`config.mk`:
```
export PLATFORM = sky130hd
export DESIGN_NAME = bit_serializer
export DESIGN_NICKNAME = d
export VERILOG_FILES = /design/src/rtl/bit_serializer.sv
export SDC_FILE = /design/constraint.sdc
export NUM_CORES = 1
export LEC_CHECK = 0
export ABC_AREA = 1
export BUFFER_PORTS_ARGS = -buffer_cell sky130_fd_sc_hd__clkbuf_2
export CORE_MARGIN = 4
export CORE_UTILIZATION = 49
export CTS_CLUSTER_DIAMETER = 80
export DETAILED_ROUTE_END_ITERATION = 16
export PLACE_DENSITY = 0.74
export SLEW_MARGIN = 5
export SYNTH_ARGS = -nofsm -noshare
export SYNTH_HDL_FRONTEND = slang
export SYNTH_SLANG_ARGS = --single-unit
export TNS_END_PERCENT = 50
```
`constraint.sdc`:
```
create_clock -name clk -period 1.5 [get_ports clk]
set_input_delay 0 -clock clk [delete_from_list [all_inputs] [get_ports clk]]
set_output_delay 0 -clock clk [all_outputs]
set_load 0.02 [all_outputs]
```
`src/rtl/bit_serializer.sv`:
```
// Parallel-to-serial front end: accepts WIDTH-bit words on valid/ready and shifts them out MSB-first on x.
// Optional even-parity trailer bit when BIT_SERIALIZER_PARITY_EN is defined.
module bit_serializer #(
  parameter int   WIDTH    = 8,
  parameter logic IDLE_BIT = 1'b0
) (
  input  logic             clk,
  input  logic             reset,
  input  logic             load_valid,
  input  logic [WIDTH-1:0] load_data,
  output logic             load_ready,
  input  logic             hold,
  output logic             x,
  output logic             x_valid,
  output logic             busy,
  output logic             frame_done
);

  localparam int CW = (WIDTH > 1) ? $clog2(WIDTH) : 1;

`ifdef BIT_SERIALIZER_PARITY_EN
  typedef enum logic [1:0] {S_IDLE, S_SHIFT, S_PAR} state_t;
`else
  typedef enum logic {S_IDLE, S_SHIFT} state_t;
`endif

  state_t           state_q, state_d;
  logic [WIDTH-1:0] shreg_q, shreg_d;
  logic [CW-1:0]    cnt_q, cnt_d;
  logic             frame_done_q, frame_done_d;
`ifdef BIT_SERIALIZER_PARITY_EN
  logic             par_q, par_d;
`endif

  always_ff @(posedge clk) begin
    if (reset) begin
      state_q      <= S_IDLE;
      shreg_q      <= '0;
      cnt_q        <= '0;
      frame_done_q <= 1'b0;
`ifdef BIT_SERIALIZER_PARITY_EN
      par_q        <= 1'b0;
`endif
    end else begin
      state_q      <= state_d;
      shreg_q      <= shreg_d;
      cnt_q        <= cnt_d;
      frame_done_q <= frame_done_d;
`ifdef BIT_SERIALIZER_PARITY_EN
      par_q        <= par_d;
`endif
    end
  end

  always_comb begin
    state_d      = state_q;
    shreg_d      = shreg_q;
    cnt_d        = cnt_q;
    frame_done_d = 1'b0;
`ifdef BIT_SERIALIZER_PARITY_EN
    par_d        = par_q;
`endif
    load_ready   = 1'b0;
    x            = IDLE_BIT;
    x_valid      = 1'b0;

    case (state_q)
      S_IDLE: begin
        load_ready = 1'b1;
      end
      S_SHIFT: begin
        x       = shreg_q[WIDTH-1];
        x_valid = !hold;
`ifndef BIT_SERIALIZER_PARITY_EN
        load_ready = (cnt_q == '0) && !hold;
`endif
        if (!hold) begin
          shreg_d = shreg_q << 1;
          cnt_d   = cnt_q - CW'(1);
          if (cnt_q == '0) begin
`ifdef BIT_SERIALIZER_PARITY_EN
            state_d = S_PAR;
`else
            frame_done_d = 1'b1;
            state_d      = S_IDLE;
`endif
          end
        end
      end
`ifdef BIT_SERIALIZER_PARITY_EN
      S_PAR: begin
        x          = par_q;
        x_valid    = !hold;
        load_ready = !hold;
        if (!hold) begin
          frame_done_d = 1'b1;
          state_d      = S_IDLE;
        end
      end
`endif
      default: state_d = S_IDLE;
    endcase

    // An accepted word overrides the return to IDLE, giving gapless frames.
    if (load_valid && load_ready) begin
      shreg_d = load_data;
      cnt_d   = CW'(WIDTH - 1);
      state_d = S_SHIFT;
`ifdef BIT_SERIALIZER_PARITY_EN
      par_d   = ^load_data;
`endif
    end
  end

  assign busy       = (state_q != S_IDLE);
  assign frame_done = frame_done_q;

endmodule

```
==> reports/qor.yml, run 1 <==
finish:
  area_growth_syn_to_layout_pct: 22.0
  finish.net_count: 134
  fillers: 130
  n_antenna_cell: 0
  layout-drive-gt1-share_pct: 22.7
  ff_latch_area_um2: 262
  multi_input_area_um2: 350
clock_network:
  cts_buffer_depth: 2
  cts.clk_slew.worst_paths_ns: 0.08
  ctsRootBufferMaster: "clkbuf_4"
  post-cts-setup-buffer-count: 0
  tritoncts_buffer_count: 3
  h_tree_depth: 1
  worst_skew_pair.late_latency_ns: 0.27
  clock_sink_count: 13
  tritoncts: "built"
critical_path:
  worstSetupPathDepth: 6
  worstPathCellList: "inv_1 -> ha_1 -> ha_2 -> nand2_4 -> nand2_8 -> buf_4"
  setup.worst_path.end_class: "primary output"
  critical-path-top-delay-family: "adder cells"
  path_max_fanout: 9
  ff2ff_path_depth: 9
  critPathArrivalTime_ns: 1.39
  ff_to_ff_start: "cnt_q[0]$_SDFFE_PP0P_"
  worst_path_cell_with_the_longest_stage_delay: "dfxtp_2"
  crit_path_start: "cnt_q[0]$_SDFFE_PP0P_"
  crit_required_ns: 1.50
  timing.critical_path.from_type: "register"
  worstPathBufferInverterCount: 2
  path_class: "reg2out"
  cpPeakStageDelay_ns: 0.33
yosys:
  synth-async-reset-ratio_pct: 0
  muxShareOfSynthArea_pct: 0
  post-synth-top-area-cell: "dfxtp_1"
  synth_nets: 114
  netlist_top_cells_area: "dfxtp_1, inv_1, nor2_1, a21oi_1, o21ai_0"
  synth_cells: 100
  synth_top_flop_cell: "dfxtp_1"
  netlist-cell-type-count: 14
  number_of_storage_elements_in_the_synthesis_netlist: 13
  parity_gate_share_of_the_synthesized_area_counting_xor_and_xnor_cells_pct: 0
  synth.most_common_cell: "inv_1"
  synth_compound_gate_area_share_pct: 16.2
  synth_top_family_by_area: "simple AND/OR/NAND/NOR gates"
  post_synthesis_adder_cell_area_fraction_pct: 3.69
  yosys.area.top_type_share_pct: 38.4
  yosysWarnings: 0
  post_synth.cell_area_avg_um2: 6.78
  synth.top_cells.by_count: "inv_1, nor2_1, dfxtp_1"
  synth-seq-area-share_pct: 38.4
  netlist_area_um2: 678
  synth_edf_count: 0
  synth_simple_gate_area_share_pct: 26.6
global_route:
  antenna_found_initial: 0
  global_route.usage.total_pct: 15.2
  grt_pass1_vias: 555
  grt_overflow: 0
  largest_net_degree_at_the_start_of_global_routing: 19
  grt_pass1_wl_um: 2300
timing:
  max_slew_violation_count: 0
  fin_crit_sh_pct: 92.8
  hold_violations: 0
  finalSetupViolCount: 0
  whs_ns: 0.0649
  worst_pin_slew_ns: 0.388
  setup_tns_ns: 0
  final_skew_ns: 0.00400
  setup_repair_after_global_routing_missed_its_margin: "false"
  remaining_max_slew_budget_at_the_tightest_pin_pct: 74.1
  minimum_period_implied_by_the_final_worst_setup_slack_ns: 1.39
  fmax_mhz: 718
  final_critical_path_setup_slack_ns: 0.108
detailed_routing:
  totalWireLength_um: 1400
  post-route-drc-count: 0
  antenna_violating_nets_post_route: 0
  routedWlPerCell_um: 10.5
  routed-via-count: 673
  drt_iter0_drc: 18
  via_per_inst: 5.02
  firstDrtPassIters: 4
die:
  die_width_um: 45.2
  initial_utilization_pct: 52.1
  fp.dieArea_um2: 2040
  design.portCount: 17
  floorplan_core_area_um2: 1300
  die_height_um: 45.2
  row_count: 13
status:
  run_status: "finished, final reports clean"
pwr:
  report.power.total_mw: 0.849
  p_leak_nw: 0.417
  switchingPower_mw: 0.275
  internal_power_mw: 0.574
  power.ir.vdd_worst_v: 0.000548
  powerDensity_nw_per_um2: 1030
  fraction_of_power_spent_switching_nets_pct: 32.4
  comb_power_share_pct: 26.9
  power.sequential.fraction_pct: 47.8
  clock_power_share_pct: 25.3
worst_hold_path:
  timing.hold.worst.class: "in2reg"
  hold-path-cell-count: 5
  startpoint_of_the_tightest_hold_check_path: "load_data[2]"
flow_run:
  timing.max_cap.violations: 0
placed_design:
  hpwlAfterDp_um: 882
  finalWeightedCongestion: 0.696
  dpl_worst_slack_ns: 0.0427
  numPortBuffers: 16
metal layers:
metal,wire [um],GRT usage [%],up-vias,share of wire (%)
li1,-,-,355,-
met1,647,20.6,296,46
met2,642,23.2,22,46
met3,113,3.98,0,8.1
met4,0,5.26,0,0
met5,0,0,-,0
cell usage in the layout, fill, tap and decap left out, drive strengths merged:
cell,n
nor2,17
dfxtp,13
nand2,16
ha,2
a21oi,12
clkbuf,19
nand3,8
buf,1
o21ai,10
nor3,1
dlygate4sd3,2
inv,18
cells by family after synthesis:
logic type / count (synthesis)
AOI/OAI and AO/OA: 22
adders and majority gates: 2
buffers and inverters: 22
DFF: 13
and+or+nand+nor: 41
state kept, by name (all words and copies together) (netlist names):
| signal | flops |
|---|---|
| shreg_q | 8 |
| busy | 1 |
| frame_done | 1 |
| cnt_q | 3 |
power groups by stage:
stage | Sequential [mW] | Clock [mW] | Combinational (mW)
after floorplan | 0.408 | 0 | 0.161
after global placement | 0.407 | 0 | 0.194
after detailed placement | 0.408 | 0 | 0.200
after CTS | 0.401 | 0.221 | 0.207
after global routing | 0.410 | 0.237 | 0.265
final | 0.405 | 0.215 | 0.228
area by class of cell:
| cell class | instances | area share (%) |
|---|---|---|
| multi-input cells | 66 | 42.4 |
| flip-flops and latches | 13 | 31.6 |
| repair buffers | 18 | 12.4 |
| well taps | 15 | 2.27 |
| clock buffers | 4 | 3.18 |
| inverters | 18 | 8.17 |
path summary, 6_finish.rpt:
kind / slack, ns / end
setup / recovery: 0.11 / load_ready
hold reg to reg: 0.47 / shreg_q[0]$_SDFFE_PP0P_
hold / removal: 0.06 / shreg_q[2]$_SDFFE_PP0P_
setup reg to reg: 0.15 / shreg_q[3]$_SDFFE_PP0P_
tightest hold or removal path, delay by kind of cell:
kind / cells / cell delay, ns
AND/OR/NAND/NOR: 4 / 0.23
buffers and inverters: 1 / 0.07
through the flow:
stage	utilization (%)	cell area, um^2	instances
after detailed placement	57.0	742	127
after global placement	57.0	742	127
after floorplan	-	678	100
final	63.6	827	134
after global routing	63.6	827	134
after CTS	61.0	793	133
repair_timing:
| action | in CTS | in global routing |
|---|---|---|
| hold buffers | 2 | 0 |
| pin swaps | 0 | 1 |
| cloned | 0 | 1 |
| setup endpoints to repair | 1 | 8 |
| resized for setup | 1 | 7 |
| hold endpoints to repair | 3 | 0 |
Power figures use the tool's default switching activity.
==> run 2, diff against run 1 <==
CORE_MARGIN = default   (was 4)
RECOVER_POWER = 100   (was default)
==> reports/qor.yml, run 2 (same netlist as run 1, synthesis figures left out) <==
status:
  run_status: "finished, final reports clean"
critical_path:
  cpPeakStageDelay_ns: 0.33
  worstSetupPathDepth: 6
  setup.worst_path.end_class: "primary output"
  critical-path-top-delay-family: "adder cells"
  path_max_fanout: 9
  crit_required_ns: 1.50
  crit_path_frequent_cell: "ha_1"
  worstPathCellList: "inv_1 -> ha_1 -> ha_1 -> nand2_4 -> nand2_8 -> buf_4"
  critPathArrivalTime_ns: 1.40
  worstPathBufferInverterCount: 2
  setup.reg_to_reg.worst_slack_ns: 0.11
  path_class: "reg2out"
  ff2ff_path_depth: 7
  worst_path_cell_with_the_longest_stage_delay: "dfxtp_2"
  timing.critical_path.from_type: "register"
detailed_routing:
  drt_iter0_drc: 10
  via_per_inst: 4.87
  routedWlPerCell_um: 9.90
  post-route-drc-count: 0
  firstDrtPassIters: 4
  antenna_violating_nets_post_route: 0
  totalWireLength_um: 1330
  routed-via-count: 652
global_route:
  antenna_found_initial: 0
  global_route.usage.total_pct: 17.8
  largest_net_degree_at_the_start_of_global_routing: 19
  grt_pass1_vias: 442
  grt_pass1_wl_um: 1810
  grt_overflow: 0
die:
  die_width_um: 39.2
  design.portCount: 17
  initial_utilization_pct: 52.1
  die_height_um: 39.2
  row_count: 13
  floorplan_core_area_um2: 1300
  fp.dieArea_um2: 1540
placed_design:
  place_inst: 127
  finalWeightedCongestion: 0.767
  dpl_worst_slack_ns: 0.0357
  numPortBuffers: 16
  postPlaceCellArea_um2: 742
  hpwlAfterDp_um: 852
timing:
  final_skew_ns: 0.000287
  remaining_max_slew_budget_at_the_tightest_pin_pct: 76.9
  max_slew_violation_count: 0
  fin_crit_sh_pct: 93.6
  worst_pin_slew_ns: 0.345
  finalSetupViolCount: 0
  final_critical_path_setup_slack_ns: 0.0961
  minimum_period_implied_by_the_final_worst_setup_slack_ns: 1.40
  setup_tns_ns: 0
  fmax_mhz: 712
  whs_ns: 0.0586
  setup_repair_after_global_routing_missed_its_margin: "false"
  hold_violations: 0
pwr:
  clock_power_share_pct: 25.8
  power.sequential.fraction_pct: 48.2
  internal_power_mw: 0.569
  fraction_of_power_spent_switching_nets_pct: 32.3
  power.ir.vdd_worst_v: 0.000593
  powerDensity_nw_per_um2: 1030
  switchingPower_mw: 0.271
  p_leak_nw: 0.402
  comb_power_share_pct: 26.0
  report.power.total_mw: 0.840
flow_run:
  timing.max_cap.violations: 0
finish:
  utilization_pct: 62.4
  final_cell_mix: "inv_1, nor2_1, a21oi_1, dfxtp_1"
  max_reg_flops: 8
  final-instance-count-excl-fill: 134
  ff_latch_area_um2: 262
  finish.net_count: 134
  layout-drive-gt1-share_pct: 17.6
  layout_commonest_cell: "inv_1"
  post-route-cell-area_um2: 812
  fillers: 125
  largestRegisters: "shreg_q (8), cnt_q (3)"
  area_growth_syn_to_layout_pct: 19.7
  multi_input_area_um2: 340
  n_antenna_cell: 0
  regMostFlops: "shreg_q"
clock_network:
  cts.clk_slew.worst_paths_ns: 0.08
  h_tree_depth: 1
  worst_skew_pair.late_latency_ns: 0.27
  tritoncts: "built"
  cts_buffer_depth: 2
  ctsRootBufferMaster: "clkbuf_4"
  tritoncts_buffer_count: 3
  clock_sink_count: 13
worst_hold_path:
  hold-path-cell-count: 5
  timing.hold.worst.class: "in2reg"
[run 2: cell count changes in the layout (fill, tap and decap cells not counted)]
cell,change
clkbuf_1,+4
clkbuf_2,-4
ha_1,+1
ha_2,-1
nand2_2,+1
nand2_4,-1
nor2_1,+1
nor2_2,-1
[run 2: worst register-to-register path, cell delays in order (launching register included)]
cell	delay (ns)
dfxtp_2	0.33
inv_1	0.05
ha_1	0.19
ha_1	0.21
nand2_4	0.11
nand2_2	0.13
nand2_1	0.17
a21oi_1	0.09
[run 2: worst paths after layout]
path | from | to
setup / recovery | cnt_q[0]$_SDFFE_PP0P_ | load_ready
hold / removal | load_data[2] | shreg_q[2]$_SDFFE_PP0P_
setup reg to reg | cnt_q[0]$_SDFFE_PP0P_ | cnt_q[0]$_SDFFE_PP0P_
hold reg to reg | shreg_q[0]$_SDFFE_PP0P_ | shreg_q[0]$_SDFFE_PP0P_
[run 2: repair_timing]
item,4_1_cts,5_1_grt
hold buffers,2,0
endpoints found under the setup margin,1,3
endpoints found under the hold margin,3,0
resized for setup,1,5
cloned,0,1
buffers inserted,0,0
pin swaps,0,1
[run 2: cell type report]
| type | count | area share [%] |
|---|---|---|
| Timing Repair Buffer | 18 | 12.0 |
| Inverter | 18 | 8.32 |
| Multi-Input combinational cell | 66 | 41.9 |
| Sequential cell | 13 | 32.2 |
| Clock buffer | 4 | 3.24 |
| Tap cell | 15 | 2.31 |
[run 2: power by group through the flow]
stage / combinational [mW] / clock, mW / sequential (mW)
floorplan: 0.161 / 0 / 0.408
global placement: 0.194 / 0 / 0.407
detailed placement: 0.198 / 0 / 0.409
CTS: 0.206 / 0.227 / 0.402
global route: 0.250 / 0.236 / 0.410
finish: 0.218 / 0.217 / 0.405
[run 2: per-layer routing]
metal | up-vias | track usage [%] | share of wire, % | wire length, um
li1 | 350 | - | - | -
met1 | 282 | 24.3 | 49 | 651
met2 | 16 | 24.2 | 45 | 602
met3 | 4 | 3.47 | 3.8 | 51
met4 | 0 | 12.9 | 1.7 | 22
met5 | - | 0 | 0 | 0
